==> src/rtl/serial_sub_ctrl.sv <==
`default_nettype none
// ============================================================================
// Module   : serial_sub_ctrl (with full_sub cell)
// Brief    : Bit-serial WIDTH-bit subtractor. One full_sub cell, LSB first,
//            with the borrow recirculated through a register.
// Revision : 1.0 - initial release
// ============================================================================

module full_sub (
    input  logic i_x,
    input  logic i_y,
    input  logic i_z,
    output logic o_diff,
    output logic o_borr
);
    assign o_diff = i_x ^ i_y ^ i_z;
    assign o_borr = (~i_x & i_y) | (~i_x & i_z) | (i_y & i_z);
endmodule

module serial_sub_ctrl #(
    parameter int WIDTH = 8
) (
    input  logic             clk,
    input  logic             rst_n,
    input  logic             start,
    input  logic [WIDTH-1:0] a,
    input  logic [WIDTH-1:0] b,
    input  logic             bin,
    output logic             busy,
    output logic             done,
    output logic [WIDTH-1:0] diff,
    output logic             bout,
    output logic             zero
);
    localparam int CW = $clog2(WIDTH);

    localparam logic [1:0]    S_IDLE = 2'd0;
    localparam logic [1:0]    S_RUN  = 2'd1;
    localparam logic [1:0]    S_DONE = 2'd2;
    localparam logic [CW-1:0] c_last = CW'(WIDTH - 1);

    logic [1:0]       r_state;
    logic [1:0]       w_state_nxt;
    logic [WIDTH-1:0] r_sa;
    logic [WIDTH-1:0] r_sb;
    logic             r_br;
    logic [CW-1:0]    r_cnt;
    logic [WIDTH-1:0] r_res;
    logic [WIDTH-1:0] r_diff;
    logic             r_bout;
    logic             r_zero;

    logic             w_accept;
    logic             w_last;
    logic             w_cell_diff;
    logic             w_cell_borr;
    logic [WIDTH-1:0] w_res_nxt;

    full_sub u_cell (
        .i_x    (r_sa[0]),
        .i_y    (r_sb[0]),
        .i_z    (r_br),
        .o_diff (w_cell_diff),
        .o_borr (w_cell_borr)
    );

    assign w_accept  = start && ((r_state == S_IDLE) || (r_state == S_DONE));
    assign w_last    = (r_cnt == c_last);
    assign w_res_nxt = {w_cell_diff, r_res[WIDTH-1:1]};

    always_ff @(posedge clk or negedge rst_n) begin
        if (!rst_n) begin
            r_state <= S_IDLE;
        end else begin
            r_state <= w_state_nxt;
        end
    end

    always_comb begin
        w_state_nxt = r_state;
        case (r_state)
            S_IDLE:  if (start) w_state_nxt = S_RUN;
            S_RUN:   if (w_last) w_state_nxt = S_DONE;
            S_DONE:  w_state_nxt = start ? S_RUN : S_IDLE;
            default: w_state_nxt = S_IDLE;
        endcase
    end

    // Results are captured on the final bit edge, so they stay stable while a
    // following operation is in flight.
    always_ff @(posedge clk or negedge rst_n) begin
        if (!rst_n) begin
            r_sa   <= '0;
            r_sb   <= '0;
            r_br   <= 1'b0;
            r_cnt  <= '0;
            r_res  <= '0;
            r_diff <= '0;
            r_bout <= 1'b0;
            r_zero <= 1'b0;
        end else if (w_accept) begin
            r_sa  <= a;
            r_sb  <= b;
            r_br  <= bin;
            r_cnt <= '0;
        end else if (r_state == S_RUN) begin
            r_sa  <= r_sa >> 1;
            r_sb  <= r_sb >> 1;
            r_br  <= w_cell_borr;
            r_res <= w_res_nxt;
            r_cnt <= r_cnt + CW'(1);
            if (w_last) begin
                r_diff <= w_res_nxt;
                r_bout <= w_cell_borr;
                r_zero <= (w_res_nxt == '0);
            end
        end
    end

    assign busy = (r_state == S_RUN);
    assign done = (r_state == S_DONE);
    assign diff = r_diff;
    assign bout = r_bout;
    assign zero = r_zero;

endmodule
`default_nettype wire

==> config.mk <==
export PLATFORM = sky130hd
export DESIGN_NAME = serial_sub_ctrl
export DESIGN_NICKNAME = d
export VERILOG_FILES = /design/src/rtl/serial_sub_ctrl.sv
export SDC_FILE = /design/constraint.sdc
export NUM_CORES = 1
export LEC_CHECK = 0
export BUFFER_PORTS_ARGS = -buffer_cell sky130_fd_sc_hd__buf_2
export CAP_MARGIN = 20
export CORE_UTILIZATION = 45
export DETAILED_ROUTE_END_ITERATION = 12
export PLACE_DENSITY = 0.78
export SLEW_MARGIN = 10
export SYNTH_ARGS = -nofsm -noshare
export SYNTH_HDL_FRONTEND = slang
export SYNTH_SLANG_ARGS = --single-unit
==> constraint.sdc <==
create_clock -name clk -period 2.7 [get_ports clk]
set_input_delay 0.135 -clock clk [delete_from_list [all_inputs] [get_ports clk]]
set_output_delay 0.135 -clock clk [all_outputs]
set_load 0.1 [all_outputs]
# Word-level counts from Yosys, hierarchy flattened
# Cells that the tools add are included.
[op_classes]
bitwise_logic = 9
mux = 12
n_addsub = 1
eq_ne = 5
n_reduce_logical = 8
[ops]
columns = ["cell", "n"]
rows = [
  ["8-bit two-way mux", 4],
  ["8-bit logical NOT", 1],
  ["3-bit two-way mux", 2],
  ["2-bit case mux with 3 select lines", 1],
  ["2-bit two-way mux", 2],
  ["2-bit AND reduction", 2],
  ["3-bit by 1-bit adder with 3-bit output, second input constant", 1],
  ["1-bit AND", 3],
  ["3-bit equality test, second input constant", 1],
  ["1-bit two-way mux", 3],
  ["3-bit AND reduction", 1],
  ["2-bit by 1-bit equality test with 1-bit output, second input constant", 1],
  ["2-bit equality test, second input constant", 1],
  ["2-bit logical NOT", 1],
  ["2-bit by 1-bit inequality test with 1-bit output, second input constant", 1],
  ["2-bit inequality test, second input constant", 1],
  ["1-bit NOT", 2],
  ["1-bit bitwise OR", 2],
  ["2-bit nonzero test", 1],
  ["1-bit XOR", 2],
  ["1-bit logical AND", 1],
  ["1-bit logical OR", 1],
]
[totals]
reg_bits = 40
out_inout_bits = 12
wordCells = 44
in_bits = 20

# Logic depth before layout (Yosys ltp)
# Gate-level depths: netlist (run 1).
[logic_depth]
depth_word = 6
mapped_depth = 6
mapped_depth_nobuf = 5

# By module
# A second synthesis (run 1) with hierarchy kept.
[unflattened]
hier_cells = 162
hier_area_um2 = 1669.1
[modules_own_cells]
columns = ["mod", "seq_area_each_um2", "area_per_inst_um2", "cells_per_inst", "n_inst"]
rows = [
  ["serial_sub_ctrl", 975.9, 1641.6, 159, 1],
  ["full_sub", 0.0, 27.5, 3, 1],
]

# Worst setup path after synthesis (run 1)
# No wires, ideal clock.
[synth_timing]
path_type = "register to register"
from = "register r_cnt[0]"
to = "register r_bout, in the netlist bout"
required_ps = 2574
arrival_ps = 1386
setup_time_ps = 126
path_slack_ps = 1188
stages_incl_launch_ff = 6
period_less_slack_ps = 1512
n_path_buf = 1
cell_sequence = "dfrtp_1 > ha_1 > ha_1 > nand3b_1 > buf_4 > mux2_2"
[synth_via]
elab_chain_len = 2
[synth_rtl]
columns = ["item", "line", "text"]
rows = [
  ["start: declaration", "47", "logic [CW-1:0] r_cnt;"],
  ["start signal: assignment", "111", "r_cnt <= r_cnt + CW'(1);"],
  ["3-bit equality test", "68", "assign w_last = (r_cnt == c_last);"],
  ["3-bit AND reduction (no line)", "--", ""],
  ["end signal: assignment", "114", "r_bout <= w_cell_borr;"],
  ["end: declaration", "50", "logic r_bout;"],
]
# Every way passes these cells.
# A chain may end at the register's enable or synchronous reset.

# Worst setup path after layout (run 1)
[layout_timing]
from = "register r_state[1]"
to = "output busy"
[layout_via]
elab_chain_len = 1
[layout_rtl]
columns = ["item", "line", "text"]
rows = [
  ["start: declaration", "42", "logic [1:0] r_state;"],
  ["start signal: assignment", "75", "r_state <= w_state_nxt;"],
  ["2-bit by 1-bit equality test with 1-bit output", "120", "assign busy = (r_state == S_RUN);"],
  ["end: declaration", "29", "output logic busy,"],
]
# Every way passes these cells.

==> flow_metrics.py, run 1 <==
metrics = {
    "status": {
        "outcome": "complete, no violations",
    },
    "synth": {
        "avgSynthCellArea_um2": 10.5,
        "synthCells": 157,
        "synth-seq-cells": 39,
        "netlist_area_um2": 1640,
        "ys_types": 26,
        "synth_fp_nets": 180,
        "yosys_warnings": 0,
        "ys_seq_area_share_pct": 59.4,
    },
    "timing": {
        "finalSetupTns_ns": 0,
        "final_hold_viol_count": 0,
        "max_slew.worst_pin.slew_ns": 0.856,
        "clock_skew_ns": 0.00561,
        "relSlewSlack_pct": 43.0,
        "setup_viol": 0,
        "slew_viol_final": 0,
        "post-route-min-period_ns": 1.97,
        "fmax_mhz": 508,
        "period_share_pct": 73.0,
        "rsz0062_at_grt": "false",
    },
    "finish": {
        "drive_gt1_share_pct": 24.9,
        "layout_common_cells": "nand2_1 (44), dfrtp_1 (39), buf_2 (31)",
        "fin_nets": 211,
        "final_common_cell": "nand2_1",
        "final_area_um2": 1870,
        "n_antenna_cell": 0,
        "fillers": 318,
        "syn_to_final_growth_pct": 13.8,
    },
    "routing": {
        "dr_total_vias": 1223,
        "wl_per_cell_um": 12.8,
        "wl_um": 3000,
        "vias_per_cell": 5.20,
        "drt-pass1-iter-count": 4,
        "drtIter0Drc": 66,
        "postRouteAntennaNets": 0,
        "remaining_drc_errors": 0,
    },
    "floorplan": {
        "chipHeight_um": 62.4,
        "row_count": 21,
        "start_util_pct": 48.1,
        "fp.coreArea_um2": 3420,
        "die_x_um": 62.4,
        "die-area_um2": 3900,
        "ioPinCount": 32,
    },
    "placement": {
        "placed_area_um2": 1800,
        "dp_hpwl_um": 1940,
        "gp_congestion": 0.695,
        "port_buffers": 31,
    },
    "worst_setup_path": {
        "crit_family": "buffers and inverters",
        "path_max_fanout": 27,
        "cp.arrival_ns": 1.84,
        "worstSetupPathType": "reg -> out",
        "crit_slowest_cell": "buf_2",
        "endpoint_kind": "output pin",
        "critical_path.startpoint_type": "register",
        "crit_required_ns": 2.57,
        "critPathBufInv": 3,
        "critPathMaxStageDelay_ns": 0.49,
        "worstPathCellList": "nand2b_1 > buf_4 > inv_4 > buf_2",
    },
    "clocking": {
        "clockBufferDepth": 2,
        "tritoncts": "built",
        "post_cts_buffers": 0,
        "clock_sinks": 39,
        "clkSlewWorstSetupHoldPaths_ns": 0.11,
        "ctsHoldBuffers": 2,
        "cts_max_level": 2,
        "clock_latency_ns": 0.34,
        "cts_buffers": 5,
        "ctsResizeCount": 0,
        "cts-root-buf": "clkbuf_4",
    },
    "global_route": {
        "grt_overflow": 0,
        "antenna_found_initial": 0,
        "grt_pass1_vias": 1108,
        "grt_max_degree": 40,
        "grt_pass1_wl_um": 5000,
        "track_usage_pct": 16.7,
    },
    "hold_path": {
        "hold_class": "in -> reg",
    },
    "job": {
        "maxCapViolCount": 0,
    },
}
==> worst min-delay path: cells and delay by family <==
| kind | cells | cell delay, ns |
|---|---|---|
| AND/OR/NAND/NOR | 1 | 0.05 |
| buffers and inverters | 1 | 0.09 |
| AO/OA/AOI/OAI | 1 | 0.06 |
==> metrics by stage <==
step	cells	util (%)	setup WS, ns	hold WS, ns
5_1_grt	235	54.7	0.644	0.00436
3_5_place_dp	225	52.7	0.984	0.287
3_3_place_gp	225	52.7	1.02	0.288
2_1_floorplan	157	-	1.19	-0.161
4_1_cts	235	54.7	0.713	0.00210
6_report	235	54.7	0.730	0.0266
==> routing by layer <==
metal	global-route usage [%]	wire length, um
met2	25.7	1430
met4	6.98	53
met5	0	0
met1	22.4	1390
met3	4.38	129
==> sequential cells by signal, indices dropped and copies added, names as in the netlist <==
signal   flops
diff         8
r_sa         8
r_sb         8
r_res        7
r_cnt        3
r_state      2
bout         1
r_br         1
zero         1
==> Yosys cell counts <==
master    number  share of area [%]
nor3_1         3               0.91
nor2b_1        1               0.38
inv_4          1               0.38
nand2_1       44                 10
buf_2          6                1.8
a21oi_1        1               0.30
dfrtp_1       39                 59
nand2b_1       2               0.76
fa_1           1                1.2
nand3b_1       1               0.46
a22o_1         3                1.6
a31oi_1        8                3.0
nor4_1         1               0.38
ha_1           2                1.5
mux2_2         8                5.5
and2b_1        1               0.46
nor4b_1        1               0.53
buf_4          3                1.4
nor2_1        11                2.5
buf_6          1               0.69
a22oi_1        4                1.8
nand3_1        5                1.5
o22ai_1        2               0.76
inv_1          2               0.46
o21ai_0        5                1.5
a221o_1        1               0.61
==> kinds of logic (layout without fill, tap and decap cells) <==
kind of cell	Yosys count	count (layout)	share of synthesized area (%)
AND/OR/NAND/NOR	70	70	18.0
flip-flops	39	39	59.4
multiplexers	8	8	5.48
adder cells (fa/ha/maj)	3	3	2.74
AO/OA/AOI/OAI	24	24	9.67
buffers and inverters	13	45	4.72
==> area by class of cell <==
cell class	count	area, um2	area share [%]
inverter	3	13.8	0.736
timing repair buffer	34	183	9.77
tap	46	57.6	3.08
sequential	39	976	52.2
clock inverter	1	5.00	0.268
clock buffer	7	45.0	2.41
multi-input combinational	105	589	31.5
==> worst paths after layout <==
kind | start | endpoint | slack (ns) | cells past startpoint
min in group asynchronous | rst_n | r_state[0]$_DFFE_PN0P_ | 0.44 | 2
worst min-delay path | a[2] | r_sa[2]$_DFFE_PN0P_ | 0.03 | 3
worst min register to register | diff[7]$_DFFE_PN0P_ | diff[7]$_DFFE_PN0P_ | 0.50 | 2
worst max-delay path | r_state[1]$_DFFE_PN0P_ | busy | 0.73 | 4
worst max register to register | r_cnt[0]$_DFFE_PN0P_ | diff[2]$_DFFE_PN0P_ | 0.98 | 4
max in group asynchronous | rst_n | r_sb[4]$_DFFE_PN0P_ | 1.73 | 2
Power of run 1 is not shown: default switching activity piles up to over one toggle a cycle in this logic, so the estimate is an artifact.
==> run 2: changes to the inputs <==
clock period = 1.9 ns   (was 2.7 ns; I/O delays follow)
==> run 2 against run 1 <==
Final area up 6.3%; die area unchanged; critical path depth rose by 1; wire length up 8.2%; global-route usage increased by 1.9 points; non-clock buffer count grew 11; via count up 1.5%; utilization up 3.4 points; sequential share of layout area shrank 3.1 points; clock skew is 0.0054 ns higher; first-iteration DRC count decreased by 9.1%; flip-flop and latch count unchanged; critical endpoint is now diff[4]$_DFFE_PN0P_.
==> flow_metrics.py, run 2 (same netlist as run 1, synthesis figures left out) <==
metrics = {
    "finish": {
        "fin_nets": 222,
        "drive_gt1_share_pct": 25.0,
        "layout_common_cells": "nand2_1 (44), dfrtp_1 (39), buf_2 (30)",
        "n_antenna_cell": 0,
        "fillers": 314,
        "syn_to_final_growth_pct": 20.9,
        "final_common_cell": "nand2_1",
    },
    "routing": {
        "drtIter0Drc": 60,
        "dr_total_vias": 1241,
        "drt-pass1-iter-count": 4,
        "vias_per_cell": 5.04,
        "postRouteAntennaNets": 0,
        "wl_um": 3240,
        "remaining_drc_errors": 0,
        "wl_per_cell_um": 13.2,
    },
    "worst_setup_path": {
        "endpoint_kind": "register",
        "cp.arrival_ns": 1.84,
        "worstSetupPathType": "reg -> reg",
        "critical_path.startpoint_type": "register",
        "crit_required_ns": 2.13,
        "path_max_fanout": 11,
        "rrSetupSlack_ns": 0.30,
    },
    "timing": {
        "finalSetupTns_ns": 0,
        "final_hold_viol_count": 0,
        "period_share_pct": 84.3,
        "slew_viol_final": 0,
        "setup_viol": 0,
        "clock_skew_ns": 0.0110,
        "post-route-min-period_ns": 1.60,
        "relSlewSlack_pct": 43.5,
        "rsz0062_at_grt": "false",
        "timing.final.ws_setup_ns": 0.299,
        "max_slew.worst_pin.slew_ns": 0.847,
        "fmax_mhz": 625,
    },
    "global_route": {
        "grt_overflow": 0,
        "grt_pass1_vias": 1269,
        "grt_max_degree": 40,
        "antenna_found_initial": 0,
        "grt_pass1_wl_um": 5590,
        "track_usage_pct": 18.6,
    },
    "floorplan": {
        "fp.coreArea_um2": 3420,
        "die-area_um2": 3900,
        "row_count": 21,
        "start_util_pct": 48.1,
        "chipHeight_um": 62.4,
        "ioPinCount": 32,
        "die_x_um": 62.4,
    },
    "placement": {
        "dp_slack_ns": 0.294,
        "gp_congestion": 0.712,
        "port_buffers": 31,
        "dp_hpwl_um": 2110,
    },
    "clocking": {
        "ctsResizeCount": 0,
        "cts_max_level": 2,
        "clockBufferDepth": 2,
        "tritoncts": "built",
        "clock_sinks": 39,
        "cts_buffers": 5,
        "clkSlewWorstSetupHoldPaths_ns": 0.11,
        "clock_latency_ns": 0.34,
        "cts-root-buf": "clkbuf_4",
    },
    "job": {
        "maxCapViolCount": 0,
    },
    "hold_path": {
        "hold_class": "in -> reg",
    },
    "status": {
        "outcome": "complete, no violations",
    },
}
[run 2: cell count changes in the layout (fill, tap and decap cells not counted)]
cell	before	now
buf_12	0	1
buf_2	31	30
buf_4	1	4
dlygate4sd3_1	2	10
[run 2: area by class of cell]
type	instances	area (um2)	area share (%)
clock inverters	1	5.00	0.252
clock buffers	7	45.0	2.27
inverters	3	13.8	0.693
multi-input cells	105	589	29.7
well taps	46	57.6	2.90
flip-flops and latches	39	976	49.1
repair buffers	45	300	15.1
[run 2: repair_timing]
action / 4_1_cts / 5_1_grt
hold endpoints to repair: 48 / 0
hold buffers: 10 / 0
buffers inserted: 0 / 0
[run 2: final timing paths]
kind	startpoint	to	cells past startpoint
worst max register to register	r_cnt[0]$_DFFE_PN0P_	diff[4]$_DFFE_PN0P_	5
worst max-delay path	r_cnt[0]$_DFFE_PN0P_	diff[4]$_DFFE_PN0P_	5
min in group asynchronous	rst_n	diff[0]$_DFFE_PN0P_	2
worst min register to register	r_sa[1]$_DFFE_PN0P_	r_sa[1]$_DFFE_PN0P_	2
worst min-delay path	a[5]	r_sa[5]$_DFFE_PN0P_	3
max in group asynchronous	rst_n	r_cnt[0]$_DFFE_PN0P_	2
[run 2: per-layer routing]
metal / global-route usage (%) / wire [um] / up-vias
li1: - / - / 613
met1: 21.7 / 1460 / 590
met2: 32.5 / 1620 / 33
met3: 5.11 / 117 / 5
met4: 7.27 / 41 / 0
met5: 0 / 0 / -
[run 2: stage by stage]
| step | instances | hold slack (ns) | cell area [um2] | util [%] |
|---|---|---|---|---|
| after floorplan | 157 | -0.201 | 1640 | - |
| after global placement | 228 | 0.242 | 1840 | 53.8 |
| after detailed placement | 228 | 0.254 | 1840 | 53.8 |
| after CTS | 246 | 0.00306 | 1990 | 58.2 |
| after global routing | 246 | 0.0129 | 1990 | 58.2 |
| final | 246 | 0.0211 | 1990 | 58.2 |
[run 2: critical path: stages (launching register included)]
cell,delay (ns)
dfrtp_1,0.41
ha_1,0.20
ha_1,0.19
nand3b_1,0.15
buf_4,0.21
mux2_2,0.35
Power of run 2 is left out for the same reason.
